### src/rtl/shift_seq_pkg.sv
// Shared definitions for the shift sequencer and its Shifter stage.
// Op-code and FSM state encodings.
package shift_seq_pkg;

    typedef enum logic [1:0] {
        LEFT2 = 2'b00,
        LEFT4 = 2'b01,
        RIGHT = 2'b10,
        NOP   = 2'b11
    } op_e;

    typedef enum logic [1:0] {
        IDLE = 2'b00,
        BUSY = 2'b01,
        DONE = 2'b10
    } state_e;

endpackage

### src/rtl/shift_sequencer_shifter.sv
// Combinational shifter stage: <<1, <<2 or logical >>1, truncated to size bits.
// Code 11 passes the operand through unchanged.
module Shifter #(
    parameter int size = 5
) (
    input  logic [size-1:0] data,
    input  logic [1:0]      coefficient,
    output logic [size-1:0] shifted
);

    always_comb begin
        unique case (coefficient)
            2'b00:   shifted = data << 1;
            2'b01:   shifted = data << 2;
            2'b10:   shifted = data >> 1;
            default: shifted = data;
        endcase
    end

endmodule

### src/rtl/shift_sequencer.sv
// Runs a captured program of shift ops over an operand, one per clock,
// optionally accumulating each intermediate result.
module shift_sequencer
    import shift_seq_pkg::*;
#(
    parameter int SIZE  = 5,
    parameter int STEPS = 4,
    parameter int ACC_W = 8,
    parameter int CNT_W = $clog2(STEPS) + 1
) (
    input  logic               clk,
    input  logic               rst_n,
    input  logic               start,
    input  logic [SIZE-1:0]    data,
    input  logic [2*STEPS-1:0] ops,
    input  logic [STEPS-1:0]   add_mask,
    input  logic [CNT_W-1:0]   num_steps,
    output logic               busy,
    output logic               done,
    output logic [SIZE-1:0]    value,
    output logic [ACC_W-1:0]   acc
);

    localparam int IDX_W = (STEPS > 1) ? $clog2(STEPS) : 1;

    state_e             state_q, state_d;
    logic [SIZE-1:0]    value_q, value_d;
    logic [ACC_W-1:0]   acc_q, acc_d;
    logic [CNT_W-1:0]   step_q, step_d;
    logic [CNT_W-1:0]   nsteps_q, nsteps_d;
    logic [2*STEPS-1:0] ops_q, ops_d;
    logic [STEPS-1:0]   mask_q, mask_d;

    logic [IDX_W-1:0]   idx;
    logic [CNT_W-1:0]   n_clamp;
    op_e                op;
    logic [1:0]         coef;
    logic [SIZE-1:0]    shifted;
    logic [SIZE-1:0]    result;

    assign idx     = step_q[IDX_W-1:0];
    assign op      = op_e'(ops_q[{idx, 1'b1}-:2]);
    assign n_clamp = (num_steps > CNT_W'(STEPS)) ? CNT_W'(STEPS) : num_steps;

    // NOP never reaches the shifter; the held operand is selected here instead
    assign coef   = (op == NOP) ? LEFT2 : op;
    assign result = (op == NOP) ? value_q : shifted;

    Shifter #(
        .size(SIZE)
    ) u_shifter (
        .data       (value_q),
        .coefficient(coef),
        .shifted    (shifted)
    );

    always_ff @(posedge clk or negedge rst_n) begin
        if (!rst_n) begin
            state_q  <= IDLE;
            value_q  <= '0;
            acc_q    <= '0;
            step_q   <= '0;
            nsteps_q <= '0;
            ops_q    <= '0;
            mask_q   <= '0;
        end else begin
            state_q  <= state_d;
            value_q  <= value_d;
            acc_q    <= acc_d;
            step_q   <= step_d;
            nsteps_q <= nsteps_d;
            ops_q    <= ops_d;
            mask_q   <= mask_d;
        end
    end

    always_comb begin
        state_d  = state_q;
        value_d  = value_q;
        acc_d    = acc_q;
        step_d   = step_q;
        nsteps_d = nsteps_q;
        ops_d    = ops_q;
        mask_d   = mask_q;
        unique case (state_q)
            IDLE, DONE: begin
                if (start) begin
                    value_d  = data;
                    acc_d    = '0;
                    step_d   = '0;
                    ops_d    = ops;
                    mask_d   = add_mask;
                    nsteps_d = n_clamp;
                    state_d  = (n_clamp != '0) ? BUSY : DONE;
                end else if (state_q == DONE) begin
                    state_d = IDLE;
                end
            end
            BUSY: begin
                value_d = result;
                if (mask_q[idx]) acc_d = acc_q + ACC_W'(result);
                step_d = step_q + CNT_W'(1);
                if (step_q == nsteps_q - CNT_W'(1)) state_d = DONE;
            end
            default: state_d = IDLE;
        endcase
    end

    assign busy  = (state_q == BUSY);
    assign done  = (state_q == DONE);
    assign value = value_q;
    assign acc   = acc_q;

endmodule

### config.mk
export PLATFORM = sky130hd
export DESIGN_NAME = shift_sequencer
export DESIGN_NICKNAME = d
export VERILOG_FILES = /design/src/rtl/shift_seq_pkg.sv /design/src/rtl/shift_sequencer_shifter.sv /design/src/rtl/shift_sequencer.sv
export SDC_FILE = /design/constraint.sdc
export NUM_CORES = 1
export LEC_CHECK = 0
export CAP_MARGIN = 15
export CORE_AREA = 2 2 64 66
export DETAILED_ROUTE_END_ITERATION = 10
export DIE_AREA = 0 0 66 68
export DONT_BUFFER_PORTS = 1
export SLEW_MARGIN = 5
export SYNTH_ARGS = -nofsm -noshare
export SYNTH_HDL_FRONTEND = slang
export SYNTH_SLANG_ARGS = --single-unit
### constraint.sdc
create_clock -name clk -period 4.5 [get_ports clk]
set_input_delay 0.225 -clock clk [delete_from_list [all_inputs] [get_ports clk]]
set_output_delay 0.225 -clock clk [all_outputs]
set_load 0.01 [all_outputs]
# Word level (Yosys, flattened, before mapping)
# Cells that the tools add are included.
classes:
  add_sub_neg: 3
  magnitude_cmp: 2
  n_eq_ne: 10
  shift: 1
  n_mux: 18
  reduce_logical: 9
op_table:
  columns: ["operator", "n"]
  rows:
  - ["two-way mux 8 bit", 2]
  - ["case mux 8 bit (2 select lines)", 1]
  - ["case mux 5 bit (3 select lines)", 1]
  - ["two-way mux 2 bit", 5]
  - ["two-way mux 5 bit", 2]
  - ["case mux 5 bit (2 select lines)", 1]
  - ["indexed part select 9 x 4 -> 2 bit", 1]
  - ["adder 8 x 5 -> 8 bit", 1]
  - ["equality test 2 bit (second input constant)", 3]
  - ["two-way mux 3 bit", 2]
  - ["case mux 3 bit (2 select lines)", 1]
  - ["AND reduction 2 bit", 3]
  - ["equality test 2 x 1 -> 1 bit (second input constant)", 2]
  - ["zero test 2 bit", 2]
  - ["!= test 2 x 1 -> 1 bit (second input constant)", 2]
  - ["case mux 2 bit (2 select lines)", 1]
  - ["adder 3 x 1 -> 3 bit (second input constant)", 1]
  - ["equality test 3 bit", 1]
  - ["greater-than comparator 3 bit (second input constant)", 1]
  - ["< comparator 2 x 3 -> 1 bit (second input constant)", 1]
  - ["!= test 3 bit (second input constant)", 1]
  - ["AND reduction 3 bit", 1]
  - ["nonzero test 3 bit", 1]
  - ["subtractor 3 x 1 -> 3 bit (second input constant)", 1]
  - ["5 further kinds", 5]
totals:
  reg_bits: 33
  in_bits: 23
  wordCells: 50

# Depth between registers and ports, before layout
logic_depth:
  depth_word: 9
  ltp_mapped: 14
  ltp_nobuf: 13

# Modules after synthesis
# From an unflattened synthesis, not the netlist that was laid out.
hier_totals:
  cells_unflattened: 192
  area_unflattened_um2: 1924.3
by_module_without_submodules:
  columns: ["mod", "n_inst", "cells_per_inst", "area_each_um2", "seq_area_each_um2"]
  rows:
  - ["shift_sequencer", 1, 180, 1805.5, 825.8]
  - ["Shifter", 1, 12, 118.9, 0.0]

# Worst setup path after synthesis
# No wires, ideal clock.
synth_path:
  kind: "reg-to-reg"
  startpoint: "register step_q[0]"
  endpoint: "register acc_q[4] (netlist: acc[4])"
  setup_ns: 0.120
  arrival_time_ns: 2.917
  t_required_ns: 4.380
  path_slack_ns: 1.463
  path_stages_with_launch: 13
  path_buffers: 1
  period_less_slack_ns: 3.037
  path_cell_list: "dfrtp_1 > buf_6 > mux4_2 > ha_1 > a21oi_2 > a31o_2 > ha_1 > inv_1 > fa_1 > nand2b_1 > a21oi_1 > a211oi_1 > a31o_2"
synth_via:
  elab_chain_len: 9
synth_lines:
  columns: ["element", "line_no", "rtl"]
  rows:
  - ["start: declaration", "shift_sequencer.sv:29", "logic [CNT_W-1:0] step_q, step_d;"]
  - ["start signal: assignment", "shift_sequencer.sv:70", "step_q <= step_d;"]
  - ["indexed part select 9 x 4 -> 2 bit", "shift_sequencer.sv:42", "assign op = op_e'(ops_q[{idx, 1'b1}-:2]);"]
  - ["equality test 2 bit", "shift_sequencer.sv:46, shift_sequencer.sv:47", null]
  - ["two-way mux 2 bit", "shift_sequencer.sv:46", "assign coef = (op == NOP) ? LEFT2 : op;"]
  - ["equality test 2 bit (tied with other cells)", "shift_sequencer_shifter.sv:12", "unique case (coefficient)"]
  - ["case mux 5 bit (3 select lines)", "shift_sequencer_shifter.sv:12", null]
  - ["two-way mux 5 bit", "shift_sequencer.sv:47", "assign result = (op == NOP) ? value_q : shifted;"]
  - ["adder 8 x 5 -> 8 bit", "shift_sequencer.sv:101", "if (mask_q[idx]) acc_d = acc_q + ACC_W'(result);"]
  - ["two-way mux 8 bit", "shift_sequencer.sv:101", null]
  - ["case mux 8 bit (2 select lines)", "shift_sequencer.sv:85", "unique case (state_q)"]
  - ["end signal: assignment", "shift_sequencer.sv:61", "acc_q <= '0;"]
  - ["end signal: assignment", "shift_sequencer.sv:69", "acc_q <= acc_d;"]
  - ["end: declaration", "shift_sequencer.sv:28", "logic [ACC_W-1:0] acc_q, acc_d;"]
# Parallel ways exist; a longest one is shown, timed or not. The select of a mux whose other input is x is not followed.
# A chain may end at the register's enable or synchronous reset.

# Worst setup path in the final report
# Same ends and word-level chain as after synthesis.

==> results.py <==
metrics = {
    "yosys": {
        "synthArstFlopShare_pct": 100,
        "synth_cells": 193,
        "synth_area_per_cell_um2": 9.53,
        "synth_ff_type": "dfrtp_1",
        "synth_area_leaders": "dfrtp_1, nand2_1, ha_1",
        "syn-num-nets": 228,
        "yosys.area.top_type": "dfrtp_1",
        "ys_ff_latch": 33,
        "netlist_area_um2": 1840,
        "synth_edf_count": 0,
        "yosys.area.top_type_share_pct": 44.9,
        "yosys_warnings": 0,
        "synth_cell_type_count": 34,
        "yosysSeqAreaShare_pct": 44.9,
    },
    "power": {
        "p_comb_share_pct": 54.5,
        "power_frac_clock_pct": 15.4,
        "seqPwrFrac_pct": 30.1,
        "powerDensity_nw_per_um2": 934,
        "ir_drop_v": 0.000339,
        "p_int_mw": 1.05,
        "net-switching-power_uw": 829,
        "switching_share_pct": 44.1,
        "total_leakage_power_nw": 0.998,
    },
    "critical_path": {
        "critical_path_class": "reg2reg",
        "timing.rr.start": "step_q[0]$_DFFE_PN0P_",
        "startpoint_type": "flop",
        "crit_fanout": 9,
        "path_depth": 11,
        "cp-startpoint": "step_q[0]$_DFFE_PN0P_",
        "arrival_ns": 3.54,
        "worst_setup_path_end_kind": "flop",
        "cpLargestDelayFamily": "compound AO/OA/AOI/OAI gates",
        "crit_path_end": "acc[4]$_DFFE_PN0P_",
        "reg2reg_slack_ns": 1.13,
        "reg2reg_to": "acc[4]$_DFFE_PN0P_",
        "required_ns": 4.68,
        "path_buf_inv": 1,
        "worst_path_max_delay_cell": "mux4_2",
        "path_cells": "mux4_2, ha_1, a21oi_2, a31o_2, ha_1, inv_1, fa_1, nand2b_1, a21oi_1, a211oi_1, a31o_2",
        "r2r_cells": 11,
        "cp_slowest_stage_delay_ns": 0.58,
    },
    "floorplan": {
        "std_cell_rows": 23,
        "die-area_um2": 4490,
        "die_h_um": 68,
        "start_util_pct": 47.7,
        "io_pins": 38,
        "design.core.area_um2": 3860,
        "dieWidth_um": 66,
    },
    "timing": {
        "relSlewSlack_pct": 42.6,
        "fmax_mhz": 297,
        "finalCritPeriodShare_pct": 74.8,
        "period_minus_slack_ns": 3.37,
        "skew_ns": 0.00255,
        "finalHoldViolCount": 0,
        "rsz0062_at_grt": "false",
        "hold_ws_ns": 0.0437,
        "slew_viol_final": 0,
        "fin_tns_setup_ns": 0,
        "setup_viol": 0,
        "tightest_slew_ns": 0.861,
    },
    "clocking": {
        "postCtsHoldBufs": 2,
        "cts_made_buffers": 5,
        "clk_latency_ns": 0.28,
        "clk_pin_slew_ns": 0.07,
        "cts_num_sinks": 33,
        "cts_tree": "yes",
        "cts_root_buffer": "clkbuf_8",
        "cts_buffer_depth": 2,
        "htree_levels": 2,
        "post_cts.repair.setup_buffers": 0,
        "cts_resized": 0,
    },
    "global_routing": {
        "grt_pass1_wl_mm": 6.60,
        "antenna_found_initial": 0,
        "grt_max_degree": 34,
        "grt_overflow": 0,
        "grtUsageTotal_pct": 19.8,
        "grt_pass1_vias": 1457,
    },
    "placed_design": {
        "gp_congestion": 0.845,
        "place.port_buffers": 0,
        "hpwlAfterDp_mm": 2.70,
    },
    "route": {
        "met3_length_um": 298,
        "wl_met2_mm": 1.78,
        "wl_per_cell_um": 15.4,
        "drtIter0Drc": 89,
        "remaining_drc_errors": 0,
        "ant_nets": 0,
        "via_per_inst": 5.66,
        "num_vias": 1393,
        "dr.pass1.iters": 4,
        "routed_wl_mm": 3.79,
        "met1_length_mm": 1.60,
        "maxUsedRoutingLayer": "met4",
    },
    "layout": {
        "fin_nets": 230,
        "final_cell_mix": "nand2_1, dfrtp_1, o21ai_0",
        "n_antenna_cell": 0,
        "layout_commonest_cell": "nand2_1",
        "drive_gt1_share_pct": 9.18,
        "areaGrowthSynthToFinish_pct": 9.39,
        "fillers": 373,
    },
    "hold_path": {
        "hold_start": "ops[0]",
        "hold_path_class": "in2reg",
    },
    "run": {
        "maxCapViolCount": 0,
    },
    "run_status": {
        "status": "completed",
    },
}
## sequential cells by signal, summed over array words and instances, names as in the netlist
register  flops
nsteps_q      3
step_q        3
value         5
mask_q        4
acc           8
ops_q         8
state_q       2
## power by group through the flow
stage / Clock (mW) / Sequential, mW / Combinational (mW)
after detailed placement: 0 / 0.573 / 1.01
after floorplan: 0 / 0.529 / 0.863
after global routing: 0.315 / 0.588 / 1.17
after global placement: 0 / 0.570 / 0.967
final: 0.290 / 0.565 / 1.02
after CTS: 0.300 / 0.567 / 1.02
## worst min-delay path by stage
stage / cells past startpoint / endpoint
floorplan: 0 / acc[0]$_DFFE_PN0P_
global placement: 0 / acc[4]$_DFFE_PN0P_
detailed placement: 0 / acc[4]$_DFFE_PN0P_
CTS: 2 / ops_q[3]$_DFFE_PN0P_
global route: 2 / ops_q[1]$_DFFE_PN0P_
finish: 2 / ops_q[0]$_DFFE_PN0P_
## stage by stage
stage / area (um2) / cells / setup WS (ns) / total power [mW] / utilization (%)
5_1_grt: 2010 / 246 / 0.896 / 2.07 / 52.2
3_5_place_dp: 1870 / 236 / 1.15 / 1.58 / 48.4
3_3_place_gp: 1870 / 236 / 1.26 / 1.54 / 48.4
4_1_cts: 2010 / 246 / 1.13 / 1.89 / 52.2
6_report: 2010 / 246 / 1.13 / 1.88 / 52.2
2_1_floorplan: 1840 / 193 / 1.46 / 1.39 / -
## Yosys cell counts (2+ instances only)
master and instances:
a211oi_1 2, a21o_1 4, a21oi_1 4, a222oi_1 2, a22o_1 4, a22oi_1 3
a31o_2 2, buf_6 2, clkbuf_1 5, dfrtp_1 33, ha_1 11, inv_1 9
mux2i_1 5, mux4_2 3, nand2_1 53, nand2b_1 4, nand3_1 2, nand3b_1 2
nor2_1 8, nor2b_1 4, o21ai_0 14, xor2_1 5
## layout make-up
| class | instances | area (um2) | area share (%) |
|---|---|---|---|
| Clock inverter | 1 | 30.0 | 1.49 |
| Sequential cell | 33 | 826 | 41.0 |
| Timing Repair Buffer | 3 | 37.5 | 1.87 |
| Tap cell | 50 | 62.6 | 3.11 |
| Clock buffer | 7 | 86.3 | 4.29 |
| Multi-Input combinational cell | 143 | 936 | 46.5 |
| Inverter | 9 | 33.8 | 1.68 |
## kinds of logic (layout without fill, tap and decap cells)
group / count (synthesis) / in the layout / share of synthesized area [%]
AND/OR/NAND/NOR: 77 / 77 / 18.0
AO/OA/AOI/OAI: 40 / 40 / 15.0
flip-flops: 33 / 33 / 44.9
buffers and inverters: 17 / 20 / 4.35
adder cells (fa/ha/maj): 12 / 12 / 8.57
multiplexers: 8 / 8 / 6.39
XOR/XNOR: 6 / 6 / 2.86
## routing by layer
layer	global-route usage [%]	vias to the layer above
li1	-	666
met1	22.9	663
met2	32.6	54
met3	7.40	10
met4	9.95	0
met5	0	-
Power figures use the tool's default switching activity.
